## config.mk

```make
export PLATFORM = sky130hd
export DESIGN_NAME = d2g_buffer_flat
export DESIGN_NICKNAME = d
export VERILOG_FILES = /design/src/rtl/d2g_buffer_if.sv /design/src/rtl/d2g_buffer.sv /design/src/flat_wrapper.sv
export SDC_FILE = /design/constraint.sdc
export NUM_CORES = 1
export LEC_CHECK = 0
export BUFFER_PORTS_ARGS = -buffer_cell sky130_fd_sc_hd__buf_2
export CORE_MARGIN = 5
export CORE_UTILIZATION = 60
export DETAILED_ROUTE_END_ITERATION = 10
export PLACE_DENSITY = 0.83
export SETUP_SLACK_MARGIN = 0.4
export SLEW_MARGIN = 20
export SYNTH_ARGS = -nofsm -noshare
export SYNTH_HDL_FRONTEND = slang
export SYNTH_SLANG_ARGS = --single-unit
```

## constraint.sdc

```tcl
create_clock -name clk -period 6.4 [get_ports clk]
set_clock_uncertainty 0.2 [all_clocks]
set_input_delay 1.28 -clock clk [delete_from_list [all_inputs] [get_ports clk]]
set_output_delay 1.28 -clock clk [all_outputs]
set_load 0.03 [all_outputs]
```

## src/rtl/d2g_buffer_if.sv

```systemverilog
// rtl/d2g_buffer_if.sv - write/read handshake bundle for the decoder-to-general repacking buffer
interface d2g_buffer_if #(
    parameter int WR_DATA_WIDTH = 11,
    parameter int RD_DATA_WIDTH = 8
);
    logic [WR_DATA_WIDTH-1:0] wr_data;
    logic                     wr_valid;
    logic                     wr_ready;
    logic [RD_DATA_WIDTH-1:0] rd_data;
    logic                     rd_valid;
    logic                     rd_ready;

    modport master (
        output wr_data, wr_valid, rd_ready,
        input  wr_ready, rd_data, rd_valid
    );

    modport slave (
        input  wr_data, wr_valid, rd_ready,
        output wr_ready, rd_data, rd_valid
    );
endinterface

```

## src/rtl/d2g_buffer.sv

```systemverilog
// rtl/d2g_buffer.sv - repacks an LSB-first bit stream from WR_DATA_WIDTH words into RD_DATA_WIDTH words
module d2g_buffer #(
    parameter int WR_DATA_WIDTH   = 11,
    parameter int RD_DATA_WIDTH   = 8,
    parameter int BUF_BUFFER_SIZE = 18
) (
    input  logic                                   clk,
    input  logic                                   rst_n,
    d2g_buffer_if.slave                            bus,
    output logic [$clog2(BUF_BUFFER_SIZE+1)-1:0]   count
);
    localparam int CW = $clog2(BUF_BUFFER_SIZE + 1);
    // One extra bit so count + WR_DATA_WIDTH cannot wrap in the space check.
    localparam logic [CW:0]   WR_EXT  = (CW+1)'(WR_DATA_WIDTH);
    localparam logic [CW:0]   BUF_EXT = (CW+1)'(BUF_BUFFER_SIZE);
    localparam logic [CW-1:0] WR_CNT  = CW'(WR_DATA_WIDTH);
    localparam logic [CW-1:0] RD_CNT  = CW'(RD_DATA_WIDTH);

    // A buffer smaller than this could deadlock: not enough room for a word, not enough bits for a byte.
    if (BUF_BUFFER_SIZE < WR_DATA_WIDTH + RD_DATA_WIDTH - 1) begin : g_size_check
        $error("d2g_buffer: BUF_BUFFER_SIZE too small for WR/RD widths");
    end

    logic [BUF_BUFFER_SIZE-1:0] buffer;
    logic [BUF_BUFFER_SIZE-1:0] buffer_next;
    logic [BUF_BUFFER_SIZE-1:0] shifted;
    logic [BUF_BUFFER_SIZE-1:0] wr_word;
    logic [CW-1:0]              count_next;
    logic [CW-1:0]              base;
    logic                       wr_fire;
    logic                       rd_fire;

    // Space is judged on the registered count only; a read in the same cycle grants no extra credit.
    assign bus.wr_ready = ({1'b0, count} + WR_EXT) <= BUF_EXT;
    assign bus.rd_valid = count >= RD_CNT;
    assign bus.rd_data  = buffer[RD_DATA_WIDTH-1:0];

    // Next buffer/count: retire the oldest output word first, then append the new word behind the survivors.
    always_comb begin
        wr_fire     = bus.wr_valid && bus.wr_ready;
        rd_fire     = bus.rd_valid && bus.rd_ready;
        shifted     = rd_fire ? (buffer >> RD_DATA_WIDTH) : buffer;
        base        = rd_fire ? (count - RD_CNT) : count;
        wr_word     = BUF_BUFFER_SIZE'(bus.wr_data);
        buffer_next = shifted;
        count_next  = base;
        if (wr_fire) begin
            buffer_next = shifted | (wr_word << base);
            count_next  = base + WR_CNT;
        end
    end

    // State register; unused positions stay zero because shifts fill with zeros and writes land above count.
    always_ff @(posedge clk or negedge rst_n) begin
        if (!rst_n) begin
            buffer <= '0;
            count  <= '0;
        end else begin
            buffer <= buffer_next;
            count  <= count_next;
        end
    end
endmodule
```

## src/flat_wrapper.sv

```systemverilog
// flat-port wrapper written by rule: the top's interface ports become plain ports
module d2g_buffer_flat 
#(
    parameter int WR_DATA_WIDTH   = 11,
    parameter int RD_DATA_WIDTH   = 8,
    parameter int BUF_BUFFER_SIZE = 18
)
  (clk, rst_n, count, bus_wr_data, bus_wr_valid, bus_rd_ready, bus_wr_ready, bus_rd_data, bus_rd_valid);
  d2g_buffer_if #(.WR_DATA_WIDTH(WR_DATA_WIDTH), .RD_DATA_WIDTH(RD_DATA_WIDTH)) bus_i ();
  input  logic clk;
  input  logic rst_n;
  output logic [$clog2(BUF_BUFFER_SIZE+1)-1:0] count;
  input wire logic [$bits(bus_i.wr_data)-1:0] bus_wr_data;
  input wire logic [$bits(bus_i.wr_valid)-1:0] bus_wr_valid;
  input wire logic [$bits(bus_i.rd_ready)-1:0] bus_rd_ready;
  output wire logic [$bits(bus_i.wr_ready)-1:0] bus_wr_ready;
  output wire logic [$bits(bus_i.rd_data)-1:0] bus_rd_data;
  output wire logic [$bits(bus_i.rd_valid)-1:0] bus_rd_valid;
  assign bus_i.wr_data = bus_wr_data;
  assign bus_i.wr_valid = bus_wr_valid;
  assign bus_i.rd_ready = bus_rd_ready;
  assign bus_wr_ready = bus_i.wr_ready;
  assign bus_rd_data = bus_i.rd_data;
  assign bus_rd_valid = bus_i.rd_valid;
  d2g_buffer #(.WR_DATA_WIDTH(WR_DATA_WIDTH), .RD_DATA_WIDTH(RD_DATA_WIDTH), .BUF_BUFFER_SIZE(BUF_BUFFER_SIZE)) u_core (.clk(clk), .rst_n(rst_n), .bus(bus_i), .count(count));
endmodule
```

# After elaboration in Yosys (flattened, before gate mapping)
# Index checks and enable logic that the tools add are counted.
# W data, S select, Z words.
# totals
inputBits	15
output_inout_bits	15
regBits	23
elab_cells	15
# op_classes
n_reduce_logical	2
n_lt_le_gt_ge	2
muxes	4
addsub	3
shift	1
n_bitwise	1
# op_table
op	n
$mux W18	2
$or A18 B18 Y18	1
$shl A11 B5 Y18	1
$mux W5	2
$add A5 B4 Y6 const B	1
$le A6 B5 Y1 const B	1
$add A5 B4 Y5 const B	1
$ge A5 B4 Y1 const B	1
$sub A5 B4 Y5 const B	1
$logic_and A1 B1 Y1	2

# Logic depth before layout (Yosys ltp)
# Gate-level depths: netlist of the first run.
# depth
ltp_word	6
mapped_depth	11
ltp_nobuf	7

# Least setup slack after synthesis of the first run
# Ideal clock, no wire load.
# synth_timing
kind	register to output
from	reg u_core.count[1]
to	out bus_wr_ready
t_arrival_ps	2348
stages_incl_launch_ff	7
required_time_ps	4920
n_path_buf	1
slack_ps	2572
cell_sequence	dfrtp_1 > clkinv_1 > buf_1 > ha_1 > nor2b_4 > or3_4 > a311oi_4
# synth_via
elab_chain_cells	2
# synth_rtl
item	line_no	rtl
from (decl)	d2g_buffer.sv:10	output logic [$clog2(BUF_BUFFER_SIZE+1)-1:0] count
from (signal assigned)	d2g_buffer.sv:60	count <= count_next;
$add A5 B4 Y6	d2g_buffer.sv:34	assign bus.wr_ready = ({1'b0, count} + WR_EXT) <= BUF_EXT;
$le A6 B5 Y1	d2g_buffer.sv:34	
to (decl)	flat_wrapper.sv:16	output wire logic [$bits(bus_i.wr_ready)-1:0] bus_wr_ready;
# No other way between the ends.

# Worst setup path after layout of the first run
# Same ends and word-level chain as after synthesis.

==> metrics.yaml, run 1 <==
setup_path:
  worstPathArrival_ns: 3.00
  crit_path_end_kind: "output pin"
  crit_required_ns: 4.92
  start_kind: "register"
  crit_fanout: 15
  crit_type: "register to output pin"
clock_tree:
  cts.sinks: 23
  clockBufferDepth: 2
  clkSlewWorstSetupHoldPaths_ns: 0.13
  tritoncts: "done"
  numCtsBuffers: 3
  ctsHoldBuffers: 0
  cts_resized: 0
  root_buffer: "clkbuf_4"
  cts_setup_buffers: 0
  insertion_delay_ns: 0.31
  htreeDepth: 1
job:
  cap_violations: 0
synthesis:
  syn_inst: 207
  synthFlopType: "dfrtp_1"
  ys_seq_area_share_pct: 28.61
  synthArstFlopShare_pct: 100.0
  synth_cell_types: 57
  synthAdderAreaFrac_pct: 3.109
  synth_edf_count: 0
  syn-mean-instance-area_um2: 9.719
  syn-cell-area_um2: 2012
  synth_xor_area_share_pct: 2.177
  synth_top_family_by_area: "compound AO/OA/AOI/OAI gates"
  ys_seq_elements: 23
  muxShareOfSynthArea_pct: 18.59
  synth-compound-area-share_pct: 20.46
  syn-num-nets: 227
  synthSimpleGateAreaFrac_pct: 17.72
  yosys_warnings: 0
placement:
  place.port_buffers: 29
  gp_congestion: 0.9012
  dp_hpwl_um: 3267
routing:
  viasPerCell: 5.920
  ant_nets: 0
  wl_um: 4308
  drc: 0
  via_count: 1563
  routedWlPerCell_um: 16.32
  drt_pass1_iterations: 4
  drtIter0Drc: 85
pwr:
  p_leak_uw: 0.0009754
  p_int_uw: 584.9
  peakVddDrop_uv: 414.8
  powerDensity_nw_per_um2: 600.8
  pwr-share-seq_pct: 24.2
  p_switching_uw: 672.0
  clockPowerShare_pct: 5.4
  sw_frac_of_total_pct: 53.46
  pwr-share-comb_pct: 70.4
worst_hold_path:
  hp-class: "register to register"
floorplan:
  core-area_um2: 3284
  die_x_um: 67.91
  die_h_um: 67.91
  initial_utilization_pct: 61.26
  dieArea_um2: 4611
  io-pin-count: 30
  row_count: 21
final_layout:
  fin_nets: 239
  diodes: 0
  final_common_cell: "buf_2"
  drive_above_1_share_pct: 27.98
  syn_to_final_growth_pct: 3.980
  final_cell_mix: "29 x buf_2, 25 x mux2i_1, 23 x dfrtp_1"
sta:
  rsz0062_at_grt: "false"
  hold_slack_ns: 0.3065
  final.period_utilization_pct: 70.07
  finalSetupViolCount: 0
  finalWorstPathRequiredPeriod_ns: 4.485
  hold_viol: 0
  finalSetupTns_ns: 0
  max_freq_ghz: 0.2230
  tightest_slew_ns: 1.039
  finalMaxSlewViolations: 0
  slew_headroom_pct: 30.70
grt:
  antenna_found_initial: 0
  track_usage_pct: 20.66
  grt_pass1_vias: 1532
  grt_max_degree: 31
  grt_pass1_wl_um: 7348
  grt_overflow: 0
run_status:
  status: "finished, final reports clean"
## path summary, 6_finish.rpt
| path | to | slack (ns) | depth (start not counted) | startpoint |
|---|---|---|---|---|
| worst max register to register | u_core.buffer[15] | 2.85 | 8 | u_core.count[1] |
| worst min-delay path | u_core.buffer[17] | 0.31 | 2 | u_core.buffer[17] |
| worst min register to register | u_core.buffer[17] | 0.31 | 2 | u_core.buffer[17] |
| worst max-delay path | bus_wr_ready | 1.92 | 6 | u_core.count[1] |
| max in group asynchronous | u_core.buffer[2] | 4.92 | 1 | rst_n |
| min in group asynchronous | u_core.count[4] | 0.73 | 1 | rst_n |
## routing by layer
metal	global-route usage, %	wire (µm)	vias up
met5	0	0	-
met4	5.211	38	0
met3	1.970	154	5
met2	33.90	2080	41
met1	29.26	2034	745
li1	-	-	772
## worst max-delay path, stage by stage, from the launching register on
cell	delay (ns)
dfrtp_1	0.61
clkinv_1	0.53
ha_1	0.49
nor2b_4	0.16
o21ai_0	0.16
a311oi_4	0.47
buf_2	0.27
## logic make-up (layout without fill, tap and decap cells)
family	Yosys count	count (layout)
compound gates	49	49
xor+xnor	5	5
fa+ha+maj	5	5
buf+inv	30	41
flops	23	23
mux	35	35
simple gates	60	60
## synthesized netlist by cell type (all sizes together), types with 4 or more instances
library cell | count | share of area, %
mux2i | 25 | 12
dfrtp | 23 | 29
buf | 20 | 7.5
nand2 | 18 | 3.9
o31ai | 12 | 6.2
a21oi | 10 | 2.5
mux2 | 9 | 5.0
nor2 | 9 | 1.7
o21ai | 7 | 1.7
inv | 6 | 1.1
nor3 | 6 | 1.5
ha | 5 | 3.1
nand2b | 5 | 1.9
xnor2 | 4 | 1.7
## power by group through the flow
stage | clock network, µW | registers [µW] | logic, µW
floorplan | 0 | 278 | 790
detailed placement | 0 | 308 | 877
global placement | 0 | 303 | 860
CTS | 70.1 | 303 | 882
finish | 67.4 | 305 | 885
global route | 77.1 | 319 | 959
## metrics by stage
step           util, %  setup WS, ns  instances  power [µW]  instance area (µm²)
3_5_place_dp     62.86         2.301        260        1185                 2064
2_1_floorplan        -         2.572        207        1068                 2012
6_report         63.70         1.915        264        1257                 2092
3_3_place_gp     62.86         2.378        260        1163                 2064
5_1_grt          63.70         1.652        264        1356                 2092
4_1_cts          63.70         1.928        264        1254                 2092
## sequential cells by signal, summed over array words and instances (netlist names)
signal	flops
u_core.buffer	18
u_core.count	5
## layout make-up
type                            instances  area (µm²)
Tap cell                               46       57.56
Clock buffer                            3       22.52
Inverter                                7       26.28
Clock inverter                          1       5.005
Multi-Input combinational cell        154        1252
Fill cell                             282        1192
Sequential cell                        23       575.6
Timing Repair Buffer                   30       152.6
Power figures use the tool's default switching activity.
==> inputs of run 2 (changes only) <==
- CORE_UTILIZATION: 60 -> 57
- PLACE_DENSITY: 0.83 -> 0.8
- clock period: 6.4 -> 4.4 ns (I/O delays scaled with it)
==> run 2 against run 1 <==
Via count rose by 0.77%. Critical path depth did not move. Setup slack got worse by 1.2 ns. Sequential cell count did not move. First-iteration DRC count rose by 28%. Clock-buffer cell count did not move. Highest routed layer unchanged. Final area rose by 0.72%. Largest cell class unchanged. Total power rose by 46%. Global-route usage fell by 3.2 points. Non-clock buffer count rose by 2.
==> metrics.yaml, run 2 (same netlist as run 1, synthesis figures left out) <==
job:
  cap_violations: 0  # unchanged
placement:
  preCtsSetupSlack_ns: 1.106  # -1.195 ns
  dp_hpwl_um: 3124  # -4.4%
  place.port_buffers: 29  # unchanged
  gp_congestion: 0.8898  # -1.3%
sta:
  finalSetupTns_ns: 0  # unchanged
  setup_slack_ns: 0.7394  # -1.176 ns
  finalWorstPathRequiredPeriod_ns: 3.661
  final.period_utilization_pct: 83.20
  max_freq_ghz: 0.2732
  rsz0062_at_grt: "false"
  hold_viol: 0  # unchanged
  finalSetupViolCount: 0  # unchanged
  slew_headroom_pct: 31.63  # +0.93 points
  finalMaxSlewViolations: 0  # unchanged
  tightest_slew_ns: 1.025  # -0.01396 ns
pwr:
  powerDensity_nw_per_um2: 871.0  # +45%
  p_leak_uw: 0.0009850  # +0.99%
  p_switching_uw: 972.5  # +45%
  clockPowerShare_pct: 5.5  # about the same
  peakVddDrop_uv: 549.3  # +32%
  pwr-share-seq_pct: 22.2  # -2.0 points
  sw_frac_of_total_pct: 52.99  # -0.47 points
  pwr-share-comb_pct: 72.3  # +1.9 points
  p_int_uw: 862.7  # +48%
grt:
  grt_pass1_vias: 1450  # -5.4%
  track_usage_pct: 17.47  # -3.2 points
  grt_max_degree: 27  # -13%
  grt_overflow: 0  # unchanged
  antenna_found_initial: 0  # unchanged
  grt_pass1_wl_um: 7051  # -4.0%
final_layout:
  fillers: 277  # -1.8%
  largest_register_ffs: 18  # unchanged
  final_cell_mix: "29 x buf_2, 25 x mux2i_1, 23 x dfrtp_1"
  multiInputGateArea_um2: 1252  # unchanged
  largestRegisters: "u_core.buffer x18, u_core.count x5"
  final_common_cell: "buf_2"
  syn_to_final_growth_pct: 4.726
  fin_nets: 241  # +0.84%
  top_register: "u_core.buffer"
  drive_above_1_share_pct: 28.64  # +0.65 points
  ff_latch_area_um2: 575.6  # unchanged
  diodes: 0  # unchanged
setup_path:
  crit_fanout: 17  # +2
  crit_required_ns: 3.32  # -1.60 ns
  worstPathArrival_ns: 2.58  # -0.42 ns
  crit_path_end_kind: "output pin"
  crit_type: "register to output pin"
  start_kind: "register"
worst_hold_path:
  hp-class: "register to register"
routing:
  drtIter0Drc: 109  # +28%
  wl_met1_um: 1946  # -4.3%
  wl_met2_um: 1982  # -4.7%
  wl_met3_um: 251  # +63%
  ant_nets: 0  # unchanged
  drt_pass1_iterations: 5  # +1
  wl_um: 4201  # -2.5%
  routedWlPerCell_um: 15.79  # -3.2%
  top_layer: "met4"
  drc: 0  # unchanged
  via_count: 1575  # +0.77%
  viasPerCell: 5.921  # about the same
clock_tree:
  root_buffer: "clkbuf_4"
  cts_setup_buffers: 0  # unchanged
  insertion_delay_ns: 0.32  # about the same
  cts_resized: 0  # unchanged
  clockBufferDepth: 2  # unchanged
  clkSlewWorstSetupHoldPaths_ns: 0.13  # about the same
  htreeDepth: 1  # unchanged
  cts.sinks: 23  # unchanged
  tritoncts: "done"
  numCtsBuffers: 3  # unchanged
  ctsHoldBuffers: 0  # unchanged
floorplan:
  io-pin-count: 30  # unchanged
  row_count: 21  # unchanged
  dieArea_um2: 4818  # +4.5%
  core-area_um2: 3390  # +3.2%
  die_h_um: 69.41  # +2.2%
  die_x_um: 69.41  # +2.2%
  initial_utilization_pct: 59.36  # -1.9 points
run_status:
  status: "finished, final reports clean"
[run 2: cell count changes in the layout (fill, tap and decap cells not counted), sizes merged]
cell / before / now
buf: 30 / 32
[run 2: critical path, stage by stage (launching register included)]
cell and delay [ns]:
dfrtp_1 0.75, inv_1 0.10, ha_1 0.34, nor2b_4 0.17, o21ai_0 0.16, a311oi_4 0.48, buf_2 0.28
[run 2: final cells by class]
type,instances,share of cell area [%]
multi-input cells,154,59.44
flip-flops and latches,23,27.32
repair buffers,32,7.957
well taps,46,2.732
inverters,7,1.247
clock buffers,3,1.069
clock inverters,1,0.2375
[run 2: power by group through the flow]
stage / sequential (µW) / combinational [µW] / clock (µW)
floorplan: 404 / 1150 / 0
global placement: 408 / 1300 / 0
detailed placement: 413 / 1310 / 0
CTS: 408 / 1320 / 104
global route: 429 / 1430 / 113
finish: 408 / 1330 / 101
[run 2: final timing paths]
path                                       from           endpoint  slack, ns  cells past startpoint
worst max-delay path            u_core.count[0]       bus_wr_ready       0.74                      6
worst min-delay path            u_core.count[2]    u_core.count[2]       0.28                      1
worst max register to register  u_core.count[0]  u_core.buffer[12]       1.25                      8
worst min register to register  u_core.count[2]    u_core.count[2]       0.28                      1
max in group asynchronous                 rst_n    u_core.count[4]       3.33                      1
min in group asynchronous                 rst_n   u_core.buffer[5]       0.31                      1
[run 2: per-layer routing]
metal,global-route usage (%),vias up
met5,0,-
met4,3.905,0
met3,2.319,2
met2,28.07,60
met1,24.91,737
li1,-,776
[run 2: per-stage QoR]
step	utilization [%]	std cells	power (µW)	hold slack, ns	cell area, µm²
after floorplan	-	207	1553	0.2478	2012
after global placement	61.35	262	1707	0.2624	2079
after detailed placement	61.35	262	1727	0.2641	2079
after CTS	62.16	266	1831	0.2861	2107
after global routing	62.16	266	1974	0.3131	2107
final	62.16	266	1835	0.2822	2107
==> inputs of run 3 (changes only) <==
- clock period: 4.4 -> 3.4 ns (I/O delays scaled with it)
==> run 3 against run 2 <==
Die area unchanged. Combinational power rose by 38%. Largest power group unchanged. Highest routed layer unchanged. Utilization rose by 1.1 points. Sequential cell count is the same. Sequential power grew 22%.
==> metrics.yaml, run 3 (same netlist as run 1, synthesis figures left out) <==
job:
  cap_violations: 0  # unchanged
pwr:
  clockPowerShare_pct: 5.5  # about the same
  pwr-share-comb_pct: 74.3  # +2.0 points
  p_switching_uw: 1289  # +33%
  sw_frac_of_total_pct: 52.30  # -0.69 points
  p_int_uw: 1176  # +36%
  peakVddDrop_uv: 750.1  # +37%
  pwr-share-seq_pct: 20.2  # -2.0 points
  p_leak_uw: 0.001004  # +1.9%
  powerDensity_nw_per_um2: 1148  # +32%
sta:
  finalMaxSlewViolations: 0  # unchanged
  tightest_slew_ns: 1.042  # +0.01647 ns
  hold_viol: 0  # unchanged
  rsz0062_at_grt: "false"
  max_freq_ghz: 0.3460
  finalSetupViolCount: 0  # unchanged
  final.period_utilization_pct: 85.00
  finalSetupTns_ns: 0  # unchanged
  finalWorstPathRequiredPeriod_ns: 2.890
  slew_headroom_pct: 30.54  # -1.1 points
clock_tree:
  root_buffer: "clkbuf_4"
  clockBufferDepth: 2  # unchanged
  ctsHoldBuffers: 0  # unchanged
  numCtsBuffers: 3  # unchanged
  insertion_delay_ns: 0.33  # about the same
  tritoncts: "done"
  htreeDepth: 1  # unchanged
  cts.sinks: 23  # unchanged
  clkSlewWorstSetupHoldPaths_ns: 0.14  # about the same
setup_path:
  worstPathArrival_ns: 2.01  # -0.57 ns
  r2r_cells: 7  # -1
  worstReg2RegStart: "u_core.count[4]"
  cp_cell_sequence: "clkinv_2 -> ha_2 -> nor2b_4 -> or3_4 -> a311oi_4 -> buf_4"
  r2r_end: "u_core.buffer[2]"
  crit_buf_inv: 2  # unchanged
  crit_path_end_kind: "output pin"
  crit_required_ns: 2.52  # -0.80 ns
  r2r_slack_ns: 0.63  # -0.62 ns
  cpMaxStageDelayCell: "dfrtp_2"
  crit_type: "register to output pin"
  crit_family: "flip-flops"
  worst_path_largest_cell_delay_ns: 0.44  # -0.31 ns
  crit_fanout: 7  # -10
  start_kind: "register"
grt:
  antenna_found_initial: 0  # unchanged
  grt_max_degree: 24  # -11%
  track_usage_pct: 18.59  # +1.1 points
  grt_overflow: 0  # unchanged
  grt_pass1_vias: 1520  # +4.8%
  grt_pass1_wl_um: 7327  # +3.9%
final_layout:
  largestRegisters: "u_core.buffer x18, u_core.count x5"
  final_cell_mix: "28 x buf_2, 25 x mux2i_1, 21 x dfrtp_1"
  syn_to_final_growth_pct: 6.654
  drive_above_1_share_pct: 31.70  # +3.1 points
  final_core_util_pct: 63.31  # +1.1 points
  final_common_cell: "buf_2"
  top_register: "u_core.buffer"
  largest_register_ffs: 18  # unchanged
  fin_nets: 245  # +1.7%
  diodes: 0  # unchanged
placement:
  place.port_buffers: 29  # unchanged
  dp_hpwl_um: 3284  # +5.1%
  gp_congestion: 0.9068  # +1.9%
routing:
  viasPerCell: 5.996  # +1.3%
  via_count: 1619  # +2.8%
  drtIter0Drc: 74  # -32%
  wl_um: 4403  # +4.8%
  routedWlPerCell_um: 16.31  # +3.3%
  ant_nets: 0  # unchanged
  drt_pass1_iterations: 4  # -1
  drc: 0  # unchanged
floorplan:
  core-area_um2: 3390  # unchanged
  die_h_um: 69.41  # unchanged
  initial_utilization_pct: 59.36  # unchanged
  io-pin-count: 30  # unchanged
  row_count: 21  # unchanged
  die_x_um: 69.41  # unchanged
  dieArea_um2: 4818  # unchanged
worst_hold_path:
  hp-class: "input port to async pin"
run_status:
  status: "finished, final reports clean"
==> run 3: power by group through the flow <==
stage                     logic [µW]  clock network [µW]  registers [µW]
after CTS                       1820                 139             496
after global placement          1730                   0             514
after global routing            1970                 154             516
final                           1830                 136             498
after floorplan                 1490                   0             525
after detailed placement        1750                   0             519
==> run 3: worst register-to-register path: stages (launching register included) <==
cell and delay, ns:
dfrtp_1 0.60, inv_1 0.11, ha_1 0.26, nand2b_4 0.17
a21bo_1 0.22, a2111oi_4 0.41, nand2_2 0.31, o41ai_1 0.38
==> run 3: metrics by stage <==
stage	power, µW	hold slack [ns]	area (µm²)	setup WS (ns)	cells
2_1_floorplan	2018	0.1844	2018	0.4312	207
3_3_place_gp	2239	0.2672	2100	0.6383	264
3_5_place_dp	2272	0.2701	2100	0.5687	264
4_1_cts	2452	0.1126	2145	0.4573	270
5_1_grt	2644	0.1273	2146	0.4525	270
6_report	2464	0.09566	2146	0.5101	270
==> run 3: timing repair <==
| action | 4_1_cts | 5_1_grt |
|---|---|---|
| resized for setup | 1 | 1 |
| setup buffers | 2 | 0 |
| pin swaps | 1 | 0 |
| endpoints found under the setup margin | 1 | 1 |
==> run 3: worst max path at each step <==
stage	start	to	slack, ns	cells past startpoint
2_1_floorplan	u_core.count[0]	bus_wr_ready	0.43	7
3_3_place_gp	u_core.count[1]	bus_wr_ready	0.64	6
3_5_place_dp	u_core.count[1]	bus_wr_ready	0.57	6
4_1_cts	u_core.count[3]	bus_wr_ready	0.46	5
5_1_grt	u_core.count[1]	bus_wr_ready	0.45	6
6_report	u_core.count[1]	bus_wr_ready	0.51	6
==> run 3: area by class of cell <==
type	count	area, µm²
Sequential cell	23	578.1
Clock inverter	1	5.005
Clock buffer	3	22.52
Multi-Input combinational cell	154	1255
Fill cell	281	1244
Inverter	7	27.53
Tap cell	46	57.56
Timing Repair Buffer	36	200.2
==> run 3: routing by layer <==
layer / GRT usage, % / up-vias / wire length [µm]
met5: 0 / - / 0
met4: 6.508 / 0 / 67
met3: 2.609 / 5 / 204
met2: 30.30 / 48 / 2094
met1: 25.07 / 774 / 2036
li1: - / 792 / -
